`config.mk`:
```
export PLATFORM = sky130hd
export DESIGN_NAME = store_issue_stage
export DESIGN_NICKNAME = d
export VERILOG_FILES = /design/src/rtl/store_issue_stage.sv
export SDC_FILE = /design/constraint.sdc
export NUM_CORES = 1
export LEC_CHECK = 0
export ABC_AREA = 0
export CORE_AREA = 2 2 213 215
export CTS_BUF_LIST = sky130_fd_sc_hd__clkbuf_16
export DETAILED_ROUTE_END_ITERATION = 7
export DIE_AREA = 0 0 215 217
export HOLD_SLACK_MARGIN = 0.08
export PLACE_DENSITY_LB_ADDON = 0.25
export SKIP_LAST_GASP = 1
export SLEW_MARGIN = 0
export SYNTH_ARGS = -nofsm -noshare
export SYNTH_HDL_FRONTEND = slang
export SYNTH_SLANG_ARGS = --single-unit
```
`constraint.sdc`:
```
create_clock -name clk_i -period 2.4 [get_ports clk_i]
set_clock_uncertainty 0.05 [all_clocks]
set_input_delay 0.36 -clock clk_i [delete_from_list [all_inputs] [get_ports clk_i]]
set_output_delay 0.36 -clock clk_i [all_outputs]
set_load 0.01 [all_outputs]
```
`src/rtl/store_issue_stage.sv`:
```
`default_nettype none
// ============================================================================
// Module   : store_issue_stage
// Purpose  : Single-entry store issue stage. Accepts one store from the LSU,
//            checks its alignment, requests address translation from the MMU,
//            aligns data/byte-enables to the 64-bit dcache word, pushes the
//            store into the speculative store buffer and returns a completion
//            (or exception) to the scoreboard.
// Ports    : clk_i/rst_ni          clock, async active-low reset
//            flush_i               kill any in-flight store
//            lsu_*                 request handshake, vaddr/data/size/id
//            translation_req_o,
//            vaddr_o, dtlb_*,
//            paddr_i, xcpt_*       MMU translation interface
//            sb_*                  store buffer push interface
//            result_*              completion / exception to scoreboard
// Revision : 1.0 - initial release
// ============================================================================
module store_issue_stage #(
  parameter int TRANS_ID_BITS = 3,
  parameter int VLEN          = 39,
  parameter int PLEN          = 56,
  parameter int XLEN          = 64
) (
  input  logic                     clk_i,
  input  logic                     rst_ni,
  input  logic                     flush_i,
  input  logic                     lsu_valid_i,
  output logic                     lsu_ready_o,
  input  logic [VLEN-1:0]          vaddr_i,
  input  logic [XLEN-1:0]          data_i,
  input  logic [1:0]               size_i,
  input  logic [TRANS_ID_BITS-1:0] trans_id_i,
  output logic                     translation_req_o,
  output logic [VLEN-1:0]          vaddr_o,
  input  logic                     dtlb_hit_i,
  input  logic [PLEN-1:0]          paddr_i,
  input  logic                     xcpt_valid_i,
  input  logic [XLEN-1:0]          xcpt_cause_i,
  output logic                     sb_valid_o,
  output logic                     sb_valid_without_flush_o,
  input  logic                     sb_ready_i,
  output logic [PLEN-1:0]          sb_paddr_o,
  output logic [XLEN-1:0]          sb_data_o,
  output logic [7:0]               sb_be_o,
  output logic [1:0]               sb_data_size_o,
  output logic                     result_valid_o,
  output logic [TRANS_ID_BITS-1:0] result_trans_id_o,
  output logic                     result_xcpt_valid_o,
  output logic [XLEN-1:0]          result_xcpt_cause_o,
  output logic [XLEN-1:0]          result_xcpt_tval_o
);

  localparam int             OFF_W             = $clog2(XLEN / 8);
  localparam logic [XLEN-1:0] C_CAUSE_ST_MISAL = XLEN'(6);

  typedef enum logic [1:0] {
    S_IDLE      = 2'd0,
    S_TRANSLATE = 2'd1,
    S_WAIT_SB   = 2'd2
  } state_e;

  state_e                   r_state, w_next;
  logic [VLEN-1:0]          r_vaddr;
  logic [XLEN-1:0]          r_data;
  logic [1:0]               r_size;
  logic [TRANS_ID_BITS-1:0] r_trans_id;
  logic                     r_misaligned;
  logic [PLEN-1:0]          r_paddr;

  logic                     w_ready, w_treq, w_push, w_res, w_xv;
  logic                     w_load_req, w_load_paddr, w_be_en;
  logic [XLEN-1:0]          w_cause, w_tval;
  logic [PLEN-1:0]          w_sb_paddr;
  logic                     w_misaligned_in;
  logic [7:0]               w_be_base;
  logic [OFF_W+2:0]         w_shamt;

  always_comb begin
    w_misaligned_in = 1'b0;
    case (size_i)
      2'd1:    w_misaligned_in = vaddr_i[0];
      2'd2:    w_misaligned_in = |vaddr_i[1:0];
      2'd3:    w_misaligned_in = |vaddr_i[2:0];
      default: w_misaligned_in = 1'b0;
    endcase
  end

  always_comb begin
    w_next       = r_state;
    w_ready      = 1'b0;
    w_treq       = 1'b0;
    w_push       = 1'b0;
    w_res        = 1'b0;
    w_xv         = 1'b0;
    w_cause      = '0;
    w_tval       = '0;
    w_load_req   = 1'b0;
    w_load_paddr = 1'b0;
    w_be_en      = 1'b0;
    w_sb_paddr   = '0;
    case (r_state)
      S_IDLE: begin
        w_ready = 1'b1;
        if (lsu_valid_i && !flush_i) begin
          w_load_req = 1'b1;
          w_next     = S_TRANSLATE;
        end
      end
      S_TRANSLATE: begin
        w_be_en    = 1'b1;
        w_sb_paddr = paddr_i;
        if (r_misaligned) begin
          // Misaligned stores never reach the MMU.
          w_res   = 1'b1;
          w_xv    = 1'b1;
          w_cause = C_CAUSE_ST_MISAL;
          w_tval  = XLEN'(r_vaddr);
          w_next  = S_IDLE;
        end else begin
          w_treq = 1'b1;
          if (dtlb_hit_i) begin
            if (xcpt_valid_i) begin
              w_res   = 1'b1;
              w_xv    = 1'b1;
              w_cause = xcpt_cause_i;
              w_tval  = XLEN'(r_vaddr);
              w_next  = S_IDLE;
            end else if (sb_ready_i) begin
              w_push = 1'b1;
              w_res  = 1'b1;
              w_next = S_IDLE;
            end else begin
              w_load_paddr = 1'b1;
              w_next       = S_WAIT_SB;
            end
          end
        end
      end
      S_WAIT_SB: begin
        w_be_en    = 1'b1;
        w_sb_paddr = r_paddr;
        if (sb_ready_i) begin
          w_push = 1'b1;
          w_res  = 1'b1;
          w_next = S_IDLE;
        end
      end
      default: w_next = S_IDLE;
    endcase
    if (flush_i) begin
      w_next       = S_IDLE;
      w_load_paddr = 1'b0;
    end
  end

  always_ff @(posedge clk_i or negedge rst_ni) begin
    if (!rst_ni) begin
      r_state      <= S_IDLE;
      r_vaddr      <= '0;
      r_data       <= '0;
      r_size       <= '0;
      r_trans_id   <= '0;
      r_misaligned <= 1'b0;
      r_paddr      <= '0;
    end else begin
      r_state <= w_next;
      if (w_load_req) begin
        r_vaddr      <= vaddr_i;
        r_data       <= data_i;
        r_size       <= size_i;
        r_trans_id   <= trans_id_i;
        r_misaligned <= w_misaligned_in;
      end
      if (w_load_paddr) begin
        r_paddr <= paddr_i;
      end
    end
  end

  // Byte-enable pattern before shifting into the addressed lane.
  always_comb begin
    w_be_base = 8'h01;
    case (r_size)
      2'd0:    w_be_base = 8'h01;
      2'd1:    w_be_base = 8'h03;
      2'd2:    w_be_base = 8'h0F;
      default: w_be_base = 8'hFF;
    endcase
  end

  assign w_shamt = {r_vaddr[OFF_W-1:0], 3'b000};

  assign lsu_ready_o              = w_ready;
  assign translation_req_o        = w_treq;
  assign vaddr_o                  = r_vaddr;
  assign sb_valid_without_flush_o = w_push;
  assign sb_valid_o               = w_push & ~flush_i;
  assign sb_paddr_o               = w_sb_paddr;
  assign sb_data_o                = r_data << w_shamt;
  // Gated in IDLE so the reset/idle value of the byte enables is zero.
  assign sb_be_o                  = w_be_en ? (w_be_base << r_vaddr[2:0]) : 8'h00;
  assign sb_data_size_o           = r_size;

  assign result_valid_o      = w_res & ~flush_i;
  assign result_trans_id_o   = (w_res & ~flush_i) ? r_trans_id : '0;
  assign result_xcpt_valid_o = w_xv & ~flush_i;
  assign result_xcpt_cause_o = flush_i ? '0 : w_cause;
  assign result_xcpt_tval_o  = flush_i ? '0 : w_tval;

endmodule
`default_nettype wire

```
==> run_results.csv <==
group,metric,value,unit
clock_network,clock_latency,460,ps
outcome,status,"finished, violations left",
pwr,switching_share,38.4,%
global_route,grt_use_total,19.4,%
cells_and_area,n_fill_cell,4300,
route,drt-total-wl,50700,um
timing,whs,403,ps
logic_synthesis,synth_seq_cells,167,
critical_path,startpoint_type,"register",
timing,slew_headroom,61.3,%
logic_synthesis,ys_types,46,
cells_and_area,register_area,4190,um^2
timing,hold_viol,0,
pwr,clkPwrFrac,15.2,%
logic_synthesis,ys_async_sr_fraction,100,%
clock_network,clock_path_buffers,2,
global_route,antenna_found_initial,13,
route,route.detailed.wl_per_inst,23.2,um
cells_and_area,drive_gt1_share,56.6,%
floorplan,pin_count,541,
logic_synthesis,synth_top_area_share,42.8,%
timing,finalCriticalPeriod,2750,ps
floorplan,initial_core_util,21.8,%
logic_synthesis,synth.cell_area,9760,um^2
place,io_buffer_count,515,
logic_synthesis,syn_area_per_cell,10.8,um^2
pwr,leakage,8.72,nW
clock_network,cts_max_level,4,
critical_path,cp.required,1990,ps
global_route,overflow,0,
timing,worst_pin_slew,580,ps
pwr,p_int,0.0102,W
floorplan,core,44700,um^2
cells_and_area,multi_input_area,6300,um^2
timing,min_period_over_period,115,%
timing,drv_slew,0,
floorplan,die_area,46700,um^2
floorplan,fp-row-count,78,
pwr,p_switching,0.00637,W
route,via_per_inst,4.61,
clock_network,cts_tree,"yes",
place,place_ws,-809,ps
clock_network,clkSinkCount,167,
global_route,grt_max_degree,58,
cells_and_area,nNetsFinal,1812,
route,drc,0,
logic_synthesis,yosys-top-cells-area,"dfrtp_1 (43%), mux2_2 (17%), and2_1 (7.1%), a22oi_1 (4.6%), mux2_4 (4.5%)",
timing,setup_viol_count_final,215,
place,gp_congestion,0.914,
floorplan,die_y,217,um
timing,fin_ws,-350,ps
pwr,seq_power_share,28.2,%
critical_path,critical_path_class,"reg -> out",
job,cap_violations,0,
logic_synthesis,yosysTopAreaCell,"dfrtp_1",
clock_network,cts_buffers,17,
route,drtAntennaViolNets,0,
place,dp_hpwl,35700,um
pwr,combPwrFrac,56.6,%
pwr,power_density,857,nW/um^2
logic_synthesis,postSynth.topFlopCell,"dfrtp_1",
pwr,max-vdd-ir-drop,501,uV
critical_path,cp-end-kind,"output port",
clock_network,clk_pin_slew,70,ps
timing,max_freq,364,MHz
cells_and_area,area_growth,98.4,%
floorplan,chipWidth,215,um
route,routed-via-count,10100,
route,drt_pass1_iterations,5,
critical_path,cp_max_fo,7,
critical_path,cp.arrival,2340,ps
logic_synthesis,synthCells,900,
worst_hold_path,hold_class,"in -> async",
logic_synthesis,ys_seq_area_share,42.8,%
global_route,grt_pass1_wl,66000,um
timing,grt_setup_unrepaired,"yes",
logic_synthesis,synth_warnings,0,
clock_network,clockRootBuffer,"clkbuf_16",
logic_synthesis,synth_edf_count,0,
route,dr.first_iter.drc_count,667,
outcome,violations,"negative setup slack",
global_route,grt_pass1_vias,9474,
==> synthesized netlist by cell type (all sizes together), types with 2 or more instances <==
library cell	number
and3	2
mux2i	43
nand2	22
dfrtp	167
nor3	4
inv	7
o2bb2ai	4
o22ai	3
a22oi	60
and2	111
a221oi	3
ha	4
nor2b	5
nor2	93
o221ai	12
or2	3
o21a	2
nand2b	5
o211ai	2
a22o	6
a222oi	8
o21ai	7
buf	56
clkbuf	45
mux2	178
nand3b	6
a211oi	17
a21oi	6
a2bb2oi	6
a21o	2
==> through the flow <==
step / util (%) / TNS, ps / instance area [um^2] / total power (W) / std cells
final: 43.3 / -41120 / 19400 / 0.0166 / 2190
after global routing: 43.3 / -61550 / 19400 / 0.0174 / 2187
after CTS: 38.8 / -86230 / 17300 / 0.0151 / 2111
after detailed placement: 36.6 / -55300 / 16400 / 0.0122 / 2048
after global placement: 36.6 / -54740 / 16400 / 0.0121 / 2048
after floorplan: - / 0 / 9850 / 0.00781 / 924
==> area by class of cell <==
class,instances,share of cell area (%)
Inverter,8,0.317
Timing Repair Buffer,730,39.0
Sequential cell,167,21.6
Tap cell,600,3.88
Antenna cell,4,0.0517
Multi-Input combinational cell,648,32.5
Clock buffer,17,2.20
Clock inverter,15,0.381
Timing Repair inverter,1,0.0582
==> path summary, 6_finish.rpt <==
check	from	to	slack, ps	cells past startpoint
worst min register to register	r_paddr[6]$_DFFE_PN0P_	r_paddr[6]$_DFFE_PN0P_	460	1
min in group clk_i	vaddr_i[29]	vaddr_o[29]$_DFFE_PN0P_	440	2
max in group asynchronous	rst_ni	r_state[0]$_DFFE_PN0P_	1260	3
worst max-delay path	r_state[1]$_DFFE_PN0P_	sb_be_o[7]	-350	10
worst max register to register	r_state[1]$_DFFE_PN0P_	r_data[48]$_DFFE_PN0P_	100	9
worst min-delay path	rst_ni	vaddr_o[1]$_DFFE_PN0P_	400	2
==> layout by cell type (no fill, tap or decap), types with 12 or more instances in the layout <==
master / instances
nor2_1: 54
mux2_4: 39
buf_6: 160
a22oi_2: 43
a211oi_2: 12
mux2_2: 139
clkbuf_16: 31
dlymetal6s2s_1: 14
nand2_1: 18
clkdlybuf4s50_1: 275
conb_1: 25
and2_1: 17
dfrtp_1: 163
nor2_4: 24
buf_12: 37
buf_8: 15
buf_2: 84
nor2_2: 15
mux2i_1: 27
a22oi_1: 17
buf_4: 108
and2_4: 94
==> power by group through the flow <==
stage / Sequential, W / Clock, W / Combinational (W)
floorplan: 0.00434 / 0 / 0.00346
global placement: 0.00453 / 0 / 0.00761
detailed placement: 0.00456 / 0 / 0.00764
CTS: 0.00454 / 0.00262 / 0.00791
global route: 0.00479 / 0.00272 / 0.00986
finish: 0.00468 / 0.00252 / 0.00940
==> cell families after synthesis <==
group | Yosys count | share of synthesized area [%]
simple gates | 256 | 13.6
mux | 221 | 26.1
buf+inv | 109 | 5.74
other cells | 1 | 0.0384
compound gates | 142 | 11.2
flops | 167 | 42.8
fa+ha+maj | 4 | 0.513
==> worst max-delay path: stages, from the launching register on <==
cell and delay (ps):
dfrtp_1 370, inv_2 60, buf_4 140, buf_12 110
ha_4 280, buf_12 120, buf_12 110, inv_12 50
buf_4 140, a211oi_2 200, clkdlybuf4s15_2 280
==> per-layer routing <==
metal	vias up	GRT usage, %	part of all wire (%)
met3	69	6.93	7.8
met4	20	4.97	2.0
li1	4522	-	-
met5	-	0	0.27
met2	395	29.0	45
met1	5097	26.5	45
==> flip-flops by register name (all words and copies together) (netlist names) <==
name and cells:
r_data 64, r_misaligned 1, r_paddr 56, r_state 2, r_trans_id 3, sb_data_size_o 2
vaddr_o 39
==> what timing repair did <==
item                                    CTS  global route
pin swaps                                11           111
hold buffers                              1             0
gates cloned                              7            20
endpoints found under the setup margin  239           240
buffers inserted                         23            68
endpoints found under the hold margin    43             0
resized for setup                       435           913
No activity file was read; power rests on OpenSTA's default activity.
